--- config.mk ---
export PLATFORM = sky130hd
export DESIGN_NAME = keypad_matrix_scanner
export DESIGN_NICKNAME = d
export VERILOG_FILES = /design/src/rtl/keypad_matrix_scanner.sv
export SDC_FILE = /design/constraint.sdc
export NUM_CORES = 1
export LEC_CHECK = 0
export CORE_UTILIZATION = 31
export DETAILED_ROUTE_END_ITERATION = 16
export PLACE_DENSITY = 0.48
export SLEW_MARGIN = 10
export SYNTH_ARGS = -nofsm -noshare
export SYNTH_HDL_FRONTEND = slang
export SYNTH_SLANG_ARGS = --single-unit
export TNS_END_PERCENT = 20
--- constraint.sdc ---
create_clock -name clock -period 2 [get_ports clock]
set_input_delay 0.2 -clock clock [delete_from_list [all_inputs] [get_ports clock]]
set_output_delay 0.2 -clock clock [all_outputs]
set_load 0.05 [all_outputs]
--- src/rtl/keypad_matrix_scanner.sv ---
// keypad_matrix_scanner
//
// Scans a ROWS x COLS switch matrix by driving one column at a time. It
// debounces both press and release, and hands each key to the consumer as a
// binary code over a Valid/Ready handshake. The default parameters give the
// classic 16-key hex keypad, with codes 0x0-0xF.
//
// Optional feature: define KEYPAD_SYNC_EN to add an internal two-flop
// synchroniser on Row. This delays s_row by 2 cycles, so SCAN_DWELL must be
// >= 3. When the macro is undefined, Row is used directly. In that case the
// caller must synchronise Row externally and fold that latency into
// SCAN_DWELL.
//
// Ports:
//   clock  in   1       single clock for all state
//   reset  in   1       synchronous, active-high reset
//   Row    in   ROWS    row sense lines, active-high
//   Col    out  COLS    column drive, active-high (all ones while idle)
//   Code   out  CODE_W  key code = row_index*COLS + col_index
//   Valid  out  1       Code holds a debounced key that is not yet accepted
//   Ready  in   1       consumer accepts Code when Valid && Ready
//   Held   out  1       accepted key is still down (waiting for release)

module keypad_matrix_scanner #(
  parameter int ROWS            = 4,
  parameter int COLS            = 4,
  parameter int SCAN_DWELL      = 4,
  parameter int DEBOUNCE_CYCLES = 4,
  parameter int CODE_W          = $clog2(ROWS*COLS)
) (
  input  logic              clock,
  input  logic              reset,
  input  logic [ROWS-1:0]   Row,
  output logic [COLS-1:0]   Col,
  output logic [CODE_W-1:0] Code,
  output logic              Valid,
  input  logic              Ready,
  output logic              Held
);

  localparam int CNT_MAX = (SCAN_DWELL > DEBOUNCE_CYCLES) ? SCAN_DWELL : DEBOUNCE_CYCLES;
  localparam int CW      = $clog2(CNT_MAX + 1);
  localparam int CIW     = $clog2(COLS);
  localparam int RW      = (ROWS > 1) ? $clog2(ROWS) : 1;

  localparam logic [CW-1:0]  DWELL_LAST = CW'(SCAN_DWELL - 1);
  localparam logic [CW-1:0]  DB_DONE    = CW'(DEBOUNCE_CYCLES);
  localparam logic [CIW-1:0] COL_LAST   = CIW'(COLS - 1);

  typedef enum logic [2:0] {IDLE, SCAN, DEBOUNCE, REPORT, HOLD} state_t;

  state_t            state_reg, state_next;
  logic [CIW-1:0]    col_idx_reg, col_idx_next;
  logic [RW-1:0]     row_idx_reg, row_idx_next;
  logic [CW-1:0]     cnt_reg, cnt_next;
  logic [COLS-1:0]   col_reg, col_next;
  logic [CODE_W-1:0] code_reg, code_next;
  logic              valid_reg, valid_next;
  logic              held_reg, held_next;

  logic [ROWS-1:0]   s_row;
  logic [RW-1:0]     low_row;
  logic              key_bit;

`ifdef KEYPAD_SYNC_EN
  logic [ROWS-1:0] sync1_reg, sync2_reg;

  always_ff @(posedge clock) begin
    if (reset) begin
      sync1_reg <= '0;
      sync2_reg <= '0;
    end else begin
      sync1_reg <= Row;
      sync2_reg <= sync1_reg;
    end
  end

  assign s_row = sync2_reg;
`else
  assign s_row = Row;
`endif

  // Lowest set row wins when several keys share the hitting column.
  always_comb begin
    low_row = '0;
    for (int r = ROWS - 1; r >= 0; r--) begin
      if (s_row[r]) low_row = RW'(r);
    end
  end

  // The latched key's row line; the column stays driven from DEBOUNCE onwards.
  assign key_bit = s_row[row_idx_reg];

  always_ff @(posedge clock) begin
    if (reset) begin
      state_reg   <= IDLE;
      col_idx_reg <= '0;
      row_idx_reg <= '0;
      cnt_reg     <= '0;
      col_reg     <= '1;
      code_reg    <= '0;
      valid_reg   <= 1'b0;
      held_reg    <= 1'b0;
    end else begin
      state_reg   <= state_next;
      col_idx_reg <= col_idx_next;
      row_idx_reg <= row_idx_next;
      cnt_reg     <= cnt_next;
      col_reg     <= col_next;
      code_reg    <= code_next;
      valid_reg   <= valid_next;
      held_reg    <= held_next;
    end
  end

  always_comb begin
    state_next   = state_reg;
    col_idx_next = col_idx_reg;
    row_idx_next = row_idx_reg;
    cnt_next     = cnt_reg;
    code_next    = code_reg;
    valid_next   = valid_reg;
    held_next    = held_reg;

    case (state_reg)
      IDLE: begin
        if (|s_row) begin
          state_next   = SCAN;
          col_idx_next = '0;
          cnt_next     = '0;
        end
      end

      SCAN: begin
        if (cnt_reg == DWELL_LAST) begin
          cnt_next = '0;
          if (|s_row) begin
            row_idx_next = low_row;
            state_next   = DEBOUNCE;
          end else if (col_idx_reg == COL_LAST) begin
            state_next = IDLE;
          end else begin
            col_idx_next = col_idx_reg + 1'b1;
          end
        end else begin
          cnt_next = cnt_reg + 1'b1;
        end
      end

      // The count completes on one edge, and REPORT (with Valid) follows on
      // the next edge. This adds one cycle to the press latency.
      DEBOUNCE: begin
        if (cnt_reg == DB_DONE) begin
          state_next = REPORT;
          valid_next = 1'b1;
          code_next  = CODE_W'(32'(row_idx_reg) * COLS + 32'(col_idx_reg));
          cnt_next   = '0;
        end else if (key_bit) begin
          cnt_next = cnt_reg + 1'b1;
        end else begin
          state_next = IDLE;
          cnt_next   = '0;
        end
      end

      // Release while waiting does not withdraw the key; only Ready moves on.
      REPORT: begin
        if (Ready) begin
          state_next = HOLD;
          valid_next = 1'b0;
          held_next  = 1'b1;
          cnt_next   = '0;
        end
      end

      HOLD: begin
        if (cnt_reg == DB_DONE) begin
          state_next = IDLE;
          held_next  = 1'b0;
          cnt_next   = '0;
        end else if (key_bit) begin
          cnt_next = '0;
        end else begin
          cnt_next = cnt_reg + 1'b1;
        end
      end

      default: begin
        state_next = IDLE;
      end
    endcase

    // Col is registered from the next state so the pins never glitch.
    if (state_next == IDLE) col_next = '1;
    else                    col_next = COLS'(1) << col_idx_next;
  end

  assign Col   = col_reg;
  assign Code  = code_reg;
  assign Valid = valid_reg;
  assign Held  = held_reg;

endmodule
==> results_dict.tcl <==
set metrics [dict create \
    syn_area_per_cell_um2 8.80 \
    synth_cells 125 \
    ys.flop_type "dfxtp_1" \
    cts-root-buf "clkbuf_4" \
    powerDensity_nw_per_um2 538 \
    rsz0062_at_grt "no" \
    power_uw 733 \
    fin_crit_ns 1.89 \
    cp_max_fo 5 \
    numCtsBuffers 3 \
    relSlewSlack_pct 65.3 \
    hold_depth 2 \
    cts_sinks 20 \
    final_cells 191 \
    antenna_found_initial 0 \
    holdCritStartpoint "Code[0]" \
    vias 989 \
    wirelength_mm 2.44 \
    grt_pass1_vias 861 \
    nets 158 \
    finalClockSkew_ns 0.0104 \
    yosys_warnings 0 \
    setup_violations 0 \
    port_buffers 16 \
    ant_nets 0 \
    worst-setup-path-type "reg2reg" \
    post_cts_buffers 0 \
    dieArea_um2 3790 \
    netlist_area_um2 1100 \
    postCtsHoldBufs 0 \
    grt_first_pass_wirelength_mm 4.01 \
    gr-usage-met1_pct 19.3 \
    cap_viol_max_count 0 \
    cts_tree "yes" \
    peakVddDrop_mv 0.256 \
    status "complete, no violations" \
    reg2regPathDepth 6 \
    fmax_mhz 529 \
    synth-async-reset-ratio_pct 0 \
    grt-ovfl-total 0 \
    drive_above_1_share_pct 15.9 \
    die_width_um 61.6 \
    hpwl_mm 1.85 \
    clk_latency_ns 0.30 \
    firstDrtPassIters 4 \
    min_path_type "reg2reg" \
    crit_required_ns 2.19 \
    reg2reg_slack_ns 0.11 \
    row_count 21 \
    viasPerCell 5.18 \
    tightest_slew_ns 0.517 \
    area_delta_synth_final_pct 24.0 \
    fin_area_um2 1360 \
    synth_area_leaders "dfxtp_1 36%, nor2_1 6.5%, ha_1 4.6%, mux2i_1 4.6%, a31oi_1 2.8%" \
    clkSlewWorstSetupHoldPaths_ns 0.12 \
    htreeDepth 1 \
    r2r-start "cnt_reg[0]" \
    drc 0 \
    synth_top_cell_area_share_pct 36.4 \
    grt_use_met3_pct 2.52 \
    critPathLaunchType "flop" \
    dp_cells 188 \
    fin_hold_ws_ns 0.506 \
    grt_max_degree 16 \
    cts_buffer_depth 2 \
    yosysUniqueCellTypes 44 \
    place_area_um2 1340 \
    grtUsageTotal_pct 14.4 \
    hold_viol_final 0 \
    synth_area_leader_cell "dfxtp_1" \
    place.gp.congestion 0.750 \
    fin_setup_tns_ns 0 \
    synth.yosys.seq_area_share_pct 36.4 \
    min_period_over_period_pct 94.5 \
    wl_per_cell_um 12.8 \
    diodes 0 \
    initial_core_util_pct 32.7 \
    synth_edf_count 0 \
    power_leakage_uw 0.000536 \
    syn_nets 136 \
    finalMaxSlewViolations 0 \
    arrival_ns 2.08 \
    grt_util_met2_pct 23.5 \
    min_to "Code[0]" \
    busiest_layer "met2" \
    num_io_pins 17 \
    die_h_um 61.6 \
    coreArea_um2 3360 \
    drt_iter0_drc 12 \
    ys_seq_elements 20 \
    critPathCaptureType "flop" \
    reg2reg_to "col_idx_reg[0]" \
]
==> layout by cell type, fill, tap and decap left out, types with 2 or more instances in the layout <==
cell type and n:
or2_2 2, dfxtp_1 19, a211oi_1 2, o21ai_0 5, nor2b_1 4, a21oi_1 5
nand3_1 3, clkbuf_4 3, inv_1 7, o21a_1 2, mux2i_1 5, buf_4 9
nor3_1 3, a31oi_1 5, nand2_1 4, ha_1 3, a22oi_1 2, nor2_1 19
clkdlybuf4s50_1 16
==> power breakdown <==
group          switching (uW)  internal, uW  leakage (uW)
Combinational            74.2          55.8      0.000359
Sequential               5.53           409      0.000163
Clock                     119          70.0     0.0000138
==> layout make-up <==
cell class / count / area [um^2]
fill: 373 / 2000
multi-input combinational: 90 / 628
sequential: 20 / 402
timing repair buffer: 25 / 228
tap: 46 / 57.6
inverter: 7 / 26.3
clock buffer: 3 / 22.5
==> cells in the mapped netlist (3+ instances only) <==
| cell | n |
|---|---|
| nor2b_1 | 4 |
| nand2_1 | 4 |
| clkbuf_1 | 4 |
| mux2i_1 | 5 |
| nor3_1 | 3 |
| a21oi_1 | 5 |
| nand3_1 | 3 |
| o21ai_0 | 5 |
| ha_1 | 4 |
| inv_1 | 7 |
| nor2_1 | 19 |
| a31oi_1 | 5 |
| dfxtp_1 | 20 |
==> kinds of logic (layout without fill, tap and decap cells) <==
| family | count (synthesis) | after routing | share of synthesized area [%] |
|---|---|---|---|
| multiplexers | 6 | 6 | 6.60 |
| flip-flops | 20 | 20 | 36.4 |
| adder cells (fa/ha/maj) | 4 | 4 | 4.55 |
| AO/OA/AOI/OAI | 32 | 32 | 20.5 |
| AND/OR/NAND/NOR | 48 | 48 | 25.3 |
| buffers and inverters | 15 | 35 | 6.71 |
==> worst max-delay path by stage <==
stage | depth (start not counted) | end | slack, ns | startpoint
5_1_grt | 6 | col_idx_reg[0] | 0.02 | cnt_reg[0]
3_3_place_gp | 5 | Col[1] | 0.06 | Row[0]
4_1_cts | 6 | col_idx_reg[0] | 0.07 | cnt_reg[1]
3_5_place_dp | 5 | Col[1] | 0.04 | Row[0]
2_1_floorplan | 6 | col_idx_reg[0] | 0.25 | cnt_reg[1]
6_report | 6 | col_idx_reg[0] | 0.11 | cnt_reg[0]
==> through the flow <==
stage	setup slack [ns]	util, %
6_report	0.109	40.6
5_1_grt	0.0174	40.6
4_1_cts	0.0697	40.4
3_5_place_dp	0.0373	39.8
3_3_place_gp	0.0634	39.8
2_1_floorplan	0.250	-
==> timing repair <==
action                     4_1_cts  5_1_grt
hold endpoints to repair         0        0
setup endpoints to repair        0        1
gates resized for setup          0        2
==> worst max-delay path, cell delays in order (launching register included) <==
cell and delay [ns]:
dfxtp_1 0.37, ha_1 0.18, ha_2 0.21, or4bb_4 0.54
nor2_8 0.12, nor2_2 0.04, a2111oi_2 0.31
==> metal layers <==
layer,vias up,part of all wire (%)
li1,495,-
met1,472,47
met2,20,49
met3,2,3.0
met4,0,0.57
met5,-,0
(Power assumes the default switching activity.)
